[src/rtl/bme280_pkg.sv]
// Shared constants and types for the BME280 init/poll sequencer.
package bme280_pkg;

  localparam logic [7:0] REG_CHIP_ID    = 8'hD0;
  localparam logic [7:0] REG_CTRL_HUM   = 8'hF2;
  localparam logic [7:0] REG_CTRL_MEAS  = 8'hF4;
  localparam logic [7:0] REG_CONFIG     = 8'hF5;
  localparam logic [7:0] REG_BURST      = 8'hF7;

  localparam logic [7:0] CHIP_ID_BME280 = 8'h60;

  localparam int unsigned STEP_COUNT      = 12;
  localparam logic [3:0]  STEP_ID         = 4'd0;
  localparam logic [3:0]  STEP_FIRST_READ = 4'd4;
  localparam logic [3:0]  STEP_LAST       = 4'(STEP_COUNT - 1);

  typedef enum logic [2:0] {
    ST_IDLE,
    ST_ISSUE,
    ST_WAIT_HI,
    ST_WAIT_LO,
    ST_NEXT,
    ST_POLL,
    ST_PUBLISH,
    ST_ERR
  } state_t;

  typedef struct packed {
    logic       rw;
    logic [7:0] reg_addr;
    logic [7:0] wdata;
  } step_t;

endpackage

[src/rtl/bme280_step_rom.sv]
// Step table: maps step index to the I2C transaction it performs.
module bme280_step_rom
  import bme280_pkg::*;
#(
  parameter logic [7:0] CTRL_HUM  = 8'h01,
  parameter logic [7:0] CONFIG    = 8'hA0,
  parameter logic [7:0] CTRL_MEAS = 8'h27
) (
  input  logic [3:0] idx,
  output step_t      step
);

  // Chip-ID read, three config writes (ctrl_hum must precede ctrl_meas), then burst reads.
  always_comb begin
    step = '0;
    case (idx)
      4'd0: step = '{rw: 1'b1, reg_addr: REG_CHIP_ID,   wdata: 8'h00};
      4'd1: step = '{rw: 1'b0, reg_addr: REG_CTRL_HUM,  wdata: CTRL_HUM};
      4'd2: step = '{rw: 1'b0, reg_addr: REG_CONFIG,    wdata: CONFIG};
      4'd3: step = '{rw: 1'b0, reg_addr: REG_CTRL_MEAS, wdata: CTRL_MEAS};
      default: begin
        if (idx >= STEP_FIRST_READ && idx <= STEP_LAST)
          step = '{rw: 1'b1, reg_addr: REG_BURST + 8'(idx - STEP_FIRST_READ), wdata: 8'h00};
      end
    endcase
  end

endmodule

[src/rtl/bme280_sequencer.sv]
// BME280 controller: chip-ID check, configuration writes, periodic burst reads
// assembled into raw pressure/temperature/humidity samples.
module bme280_sequencer
  import bme280_pkg::*;
#(
  parameter logic [6:0]  SLAVE_ADDR  = 7'h76,
  parameter logic [7:0]  CHIP_ID     = CHIP_ID_BME280,
  parameter logic [7:0]  CTRL_HUM    = 8'h01,
  parameter logic [7:0]  CONFIG      = 8'hA0,
  parameter logic [7:0]  CTRL_MEAS   = 8'h27,
  parameter int unsigned POLL_CYCLES = 100000,
  parameter int unsigned TIMEOUT     = 4095
) (
  input  logic        clk,
  input  logic        rst,
  input  logic        start,
  output logic        i2c_en,
  output logic [6:0]  i2c_slave_addr,
  output logic        i2c_rw,
  output logic [7:0]  i2c_reg_addr,
  output logic [7:0]  i2c_wdata,
  input  logic [7:0]  i2c_rdata,
  input  logic        i2c_busy,
  output logic [19:0] raw_press,
  output logic [19:0] raw_temp,
  output logic [15:0] raw_hum,
  output logic        sample_valid,
  output logic        busy,
  output logic        error
);

  localparam int unsigned PW = $clog2(POLL_CYCLES);
  localparam int unsigned TW = $clog2(TIMEOUT + 1);

  state_t         state, state_d;
  logic [3:0]     idx, idx_d;
  logic           start_q;
  logic           start_rise;
  logic [TW-1:0]  tmo;
  logic [PW-1:0]  poll_cnt;
  logic [7:0]     id_q;
  logic [7:0]     rx_bytes [8];
  step_t          step;

  assign i2c_slave_addr = SLAVE_ADDR;
  assign start_rise     = start & ~start_q;
  assign busy           = (state != ST_IDLE) && (state != ST_ERR);

  // The ROM looks at the next index so the transaction fields are registered
  // on the same edge that enters ISSUE, making them valid alongside i2c_en.
  bme280_step_rom #(
    .CTRL_HUM  (CTRL_HUM),
    .CONFIG    (CONFIG),
    .CTRL_MEAS (CTRL_MEAS)
  ) u_step_rom (
    .idx  (idx_d),
    .step (step)
  );

  // Next-state, next step index and the request pulse.
  always_comb begin
    state_d = state;
    idx_d   = idx;
    i2c_en  = 1'b0;
    case (state)
      ST_IDLE, ST_ERR: begin
        if (start_rise) begin
          state_d = ST_ISSUE;
          idx_d   = STEP_ID;
        end
      end
      ST_ISSUE: begin
        if (!i2c_busy) begin
          i2c_en  = 1'b1;
          state_d = ST_WAIT_HI;
        end
      end
      ST_WAIT_HI: begin
        if (i2c_busy)                 state_d = ST_WAIT_LO;
        else if (tmo == TW'(TIMEOUT)) state_d = ST_ERR;
      end
      ST_WAIT_LO: begin
        if (!i2c_busy)                state_d = ST_NEXT;
        else if (tmo == TW'(TIMEOUT)) state_d = ST_ERR;
      end
      ST_NEXT: begin
        if (idx == STEP_ID && id_q != CHIP_ID) begin
          state_d = ST_ERR;
        end else if (idx == STEP_LAST) begin
          state_d = ST_PUBLISH;
        end else begin
          idx_d   = idx + 4'd1;
          state_d = ST_ISSUE;
        end
      end
      ST_PUBLISH: begin
        idx_d   = STEP_FIRST_READ;
        state_d = ST_POLL;
      end
      ST_POLL: begin
        if (poll_cnt == '0) state_d = ST_ISSUE;
      end
      default: state_d = ST_IDLE;
    endcase
  end

  // State, counters, captured bytes and registered outputs.
  always_ff @(posedge clk) begin
    if (rst) begin
      state        <= ST_IDLE;
      idx          <= '0;
      start_q      <= 1'b0;
      tmo          <= '0;
      poll_cnt     <= '0;
      id_q         <= '0;
      rx_bytes     <= '{default: '0};
      i2c_rw       <= 1'b0;
      i2c_reg_addr <= '0;
      i2c_wdata    <= '0;
      raw_press    <= '0;
      raw_temp     <= '0;
      raw_hum      <= '0;
      sample_valid <= 1'b0;
      error        <= 1'b0;
    end else begin
      state   <= state_d;
      idx     <= idx_d;
      start_q <= start;

      if (state_d != state)
        tmo <= '0;
      else if (state == ST_WAIT_HI || state == ST_WAIT_LO)
        tmo <= tmo + 1'b1;

      if (state == ST_PUBLISH)
        poll_cnt <= PW'(POLL_CYCLES - 1);
      else if (state == ST_POLL && poll_cnt != '0)
        poll_cnt <= poll_cnt - 1'b1;

      if (state == ST_WAIT_LO && !i2c_busy) begin
        if (idx == STEP_ID)
          id_q <= i2c_rdata;
        else if (idx >= STEP_FIRST_READ)
          rx_bytes[3'(idx - STEP_FIRST_READ)] <= i2c_rdata;
      end

      if (state_d == ST_ISSUE)
        {i2c_rw, i2c_reg_addr, i2c_wdata} <= step;

      sample_valid <= (state == ST_PUBLISH);
      if (state == ST_PUBLISH) begin
        raw_press <= {rx_bytes[0], rx_bytes[1], rx_bytes[2][7:4]};
        raw_temp  <= {rx_bytes[3], rx_bytes[4], rx_bytes[5][7:4]};
        raw_hum   <= {rx_bytes[6], rx_bytes[7]};
      end

      error <= (state_d == ST_ERR);
    end
  end

endmodule

[config.mk]
export PLATFORM = sky130hd
export DESIGN_NAME = bme280_sequencer
export DESIGN_NICKNAME = d
export VERILOG_FILES = /design/src/rtl/bme280_pkg.sv /design/src/rtl/bme280_step_rom.sv /design/src/rtl/bme280_sequencer.sv
export SDC_FILE = /design/constraint.sdc
export NUM_CORES = 1
export LEC_CHECK = 0
export ABC_AREA = 1
export CAP_MARGIN = 20
export CORE_MARGIN = 2
export CORE_UTILIZATION = 50
export DETAILED_ROUTE_END_ITERATION = 7
export PLACE_DENSITY = 0.77
export SLEW_MARGIN = 20
export SYNTH_ARGS = -nofsm -noshare
export SYNTH_HDL_FRONTEND = slang
export SYNTH_SLANG_ARGS = --single-unit
[constraint.sdc]
create_clock -name clk -period 2.2 [get_ports clk]
set_input_delay 0.22 -clock clk [delete_from_list [all_inputs] [get_ports clk]]
set_output_delay 0.22 -clock clk [all_outputs]
set_load 0.01 [all_outputs]
==> flow_metrics.py <==
metrics = {
    "status": {
        "status": "finished clean",
    },
    "placement": {
        "portBuffers": 85,
        "place_ws_ns": -0.0401,
        "post-dp-hpwl_mm": 10.4,
        "gp_congestion": 0.876,
    },
    "worst_setup_path": {
        "path_max_fanout": 4,
        "r2r_setup_slack_ns": 0.13,
        "r2r_start": "idx[0]$_SDFF_PP0_",
        "setup.worst_path.start_class": "register",
        "reg2reg_depth": 15,
        "criticalPathCategory": "register to register",
        "r2r-end": "i2c_reg_addr[2]$_SDFFE_PP0N_",
        "arrival_ns": 2.39,
        "crit_path_end_kind": "register",
        "cp.required_ns": 2.52,
    },
    "route": {
        "wl_mm": 15.4,
        "drt_iter0_markers": 303,
        "dr.pass1.iters": 5,
        "post-route-drc-count": 0,
        "via_per_inst": 4.95,
        "postRouteAntennaNets": 0,
        "via_count": 5873,
        "wl_per_cell_um": 13.0,
    },
    "worst_hold_path": {
        "min-delay-start": "start",
        "hold_path_class": "input pin to register",
        "holdPathStages": 3,
        "hold_path_end": "start_q$_SDFF_PP0_",
    },
    "logic_synthesis": {
        "yosysWarnings": 0,
        "ys_ff_latch": 170,
        "avgSynthCellArea_um2": 7.85,
        "synth.distinct_cells": 42,
        "syn_inst": 899,
        "synth_seq_area_share_pct": 48.2,
        "synth_area_um2": 7060,
    },
    "global_route": {
        "antenna_found_initial": 0,
        "grt_start_max_net_pins": 41,
        "grt_first_pass_wirelength_mm": 25.4,
        "grt.overflow.total": 0,
        "grt_pass1_vias": 5382,
        "grt_usage_pct": 21.1,
    },
    "clocking": {
        "cts_buffers": 17,
        "clk_pin_slew_worst_paths_ns": 0.07,
        "cts_buffer_depth": 2,
        "cts_root_buf": "clkbuf_16",
        "cts_tree": "yes",
        "htreeDepth": 4,
        "cts_hold_buffers": 0,
        "clk_latency_ns": 0.43,
        "clock-sinks": 170,
    },
    "layout": {
        "n_fill_cell": 1168,
        "diodes": 0,
        "seq_area_um2": 3410,
        "nets": 1016,
        "drive_gt1_share_pct": 13.1,
        "multi_input_area_um2": 3090,
        "area_growth_pct": 23.8,
    },
    "power": {
        "total_power_mw": 8.19,
        "p_leak_nw": 3.66,
        "ir_drop_mv": 0.492,
        "cellPowerDensity_nw_per_um2": 938,
    },
    "floorplan": {
        "dieArea_um2": 15100,
        "rows": 43,
        "die-width_um": 123,
        "ios": 96,
        "coreArea_um2": 13800,
        "die_h_um": 123,
        "start_util_pct": 51.0,
    },
    "timing": {
        "fin_skew_ns": 0.00821,
        "finalSetupViolCount": 0,
        "final-max-slew-violation-count": 0,
        "period_share_pct": 94.0,
        "maxSlewHeadroom_pct": 55.8,
        "rsz0062_at_grt": "false",
        "hold_viol": 0,
        "fmax_mhz": 484,
        "fin_setup_tns_ns": 0,
        "worst_pin_slew_ns": 0.662,
        "fin_crit_ns": 2.07,
        "setup_ws_ns": 0.132,
    },
    "flow_run": {
        "cap_viol_max_count": 0,
    },
}
-- per-stage QoR --
stage               utilization [%]  hold slack, ns  std cells  area, um2
CTS                            62.7           0.329       1181       8670
finish                         63.2           0.337       1186       8740
global placement               58.4           0.433       1149       8080
global route                   63.2           0.356       1186       8740
floorplan                         -           0.289        907       7090
detailed placement             58.4           0.436       1149       8080
-- layer usage --
layer,GRT usage [%],vias up,routed length (um)
met5,0,-,0
met4,7.76,0,301
met3,4.18,26,637
met2,33.7,128,7160
met1,28.3,2683,7280
li1,-,3036,-
-- worst max-delay path: stages (launching register included) --
cell	delay, ns
dfxtp_2	0.35
inv_1	0.09
ha_1	0.15
and2_4	0.16
nand2_4	0.06
nand2_2	0.08
nand2_4	0.08
nand2_1	0.09
nand2_1	0.07
buf_4	0.15
ha_1	0.20
nand3b_1	0.16
nand3_1	0.09
nand2_1	0.08
nor2_2	0.10
nor2_1	0.06
-- cells in the mapped netlist, drive strengths merged --
library cell | instances | area, um2
nor2 | 181 | 817
dfxtp | 170 | 3400
nand2 | 158 | 641
o21ai | 100 | 504
inv | 96 | 360
a21oi | 40 | 204
a22o | 32 | 280
buf | 29 | 198
nand3 | 24 | 143
clkbuf | 16 | 60.1
ha | 11 | 138
xor2 | 10 | 87.6
nor3 | 8 | 45.0
a31oi | 4 | 25.0
nand4 | 4 | 31.3
o21bai | 3 | 22.5
xnor2 | 3 | 26.3
conb | 2 | 7.51
nand3b | 2 | 15.0
a211oi | 1 | 7.51
and2 | 1 | 8.76
mux2i | 1 | 10.0
o211ai | 1 | 7.51
o21a | 1 | 7.51
or2 | 1 | 6.26
-- state kept, by name, indices dropped and copies added (netlist names) --
signal,count
rx_bytes,56
raw_press,20
raw_temp,20
poll_cnt,17
raw_hum,16
tmo,12
id_q,8
i2c_reg_addr,6
i2c_wdata,4
idx,4
state,3
error,1
i2c_rw,1
sample_valid,1
start_q,1
-- layout by cell type, fill, tap and decap left out, types with 3 or more instances in the layout --
cell	netlist	routed
nor2_2	24	26
inv_6	0	5
o21bai_1	3	3
dfxtp_1	170	165
nand2_4	5	5
nand2_2	4	6
inv_1	85	83
a21oi_1	39	39
inv_8	0	4
ha_1	11	10
nand4_1	3	3
nor3_1	7	7
inv_2	11	12
clkbuf_16	0	17
a22o_1	32	32
nand3_1	21	20
a31oi_1	4	4
nor2_4	6	7
nand2_1	149	147
buf_4	14	26
xor2_1	10	10
dfxtp_2	0	4
conb_1	2	10
clkdlybuf4s50_1	0	85
nor2_1	149	146
o21ai_1	11	11
nand3_2	2	3
o21ai_0	88	88
xnor2_1	3	3
-- cell families after synthesis --
kind of cell / after synthesis / share of synthesized area, %
buf+inv: 141 / 8.76
simple gates: 379 / 24.2
other cells: 2 / 0.106
xor+xnor: 13 / 1.61
fa+ha+maj: 11 / 1.95
mux: 1 / 0.142
compound gates: 182 / 15.0
flops: 170 / 48.2
-- worst max path at each step --
stage                      startpoint                      endpoint  slack, ns  cells past startpoint
detailed placement              start  i2c_reg_addr[2]$_SDFFE_PP0N_      -0.04                     15
global placement                start           i2c_rw$_SDFFE_PP0N_     -0.002                     15
CTS                 idx[1]$_SDFF_PP0_  i2c_reg_addr[2]$_SDFFE_PP0N_    0.00003                     14
finish              idx[0]$_SDFF_PP0_  i2c_reg_addr[2]$_SDFFE_PP0N_       0.13                     15
global route        idx[0]$_SDFF_PP0_  i2c_reg_addr[5]$_SDFFE_PP0N_       0.01                     15
floorplan           idx[0]$_SDFF_PP0_  i2c_reg_addr[2]$_SDFFE_PP0N_       0.26                     15
-- timing repair --
| action | in CTS | in global routing |
|---|---|---|
| cloned | 0 | 0 |
| endpoints found under the setup margin | 1 | 7 |
| setup buffers | 0 | 5 |
| pin swaps | 0 | 3 |
| resized for setup | 2 | 13 |
-- report_power, final --
part / switching [mW] / leakage [nW] / internal [mW]
registers: 0.101 / 1.37 / 3.20
logic: 1.14 / 2.00 / 0.807
clock network: 1.34 / 0.283 / 1.61
total: 2.58 / 3.66 / 5.62
-- area by class of cell --
| cell class | count | share of cell area [%] |
|---|---|---|
| repair buffers | 112 | 12.2 |
| inverters | 96 | 4.12 |
| well taps | 180 | 2.58 |
| multi-input cells | 596 | 35.4 |
| clock buffers | 18 | 4.91 |
| flip-flops and latches | 170 | 39.1 |
| clock inverters | 14 | 1.78 |
(Power assumes the default switching activity.)
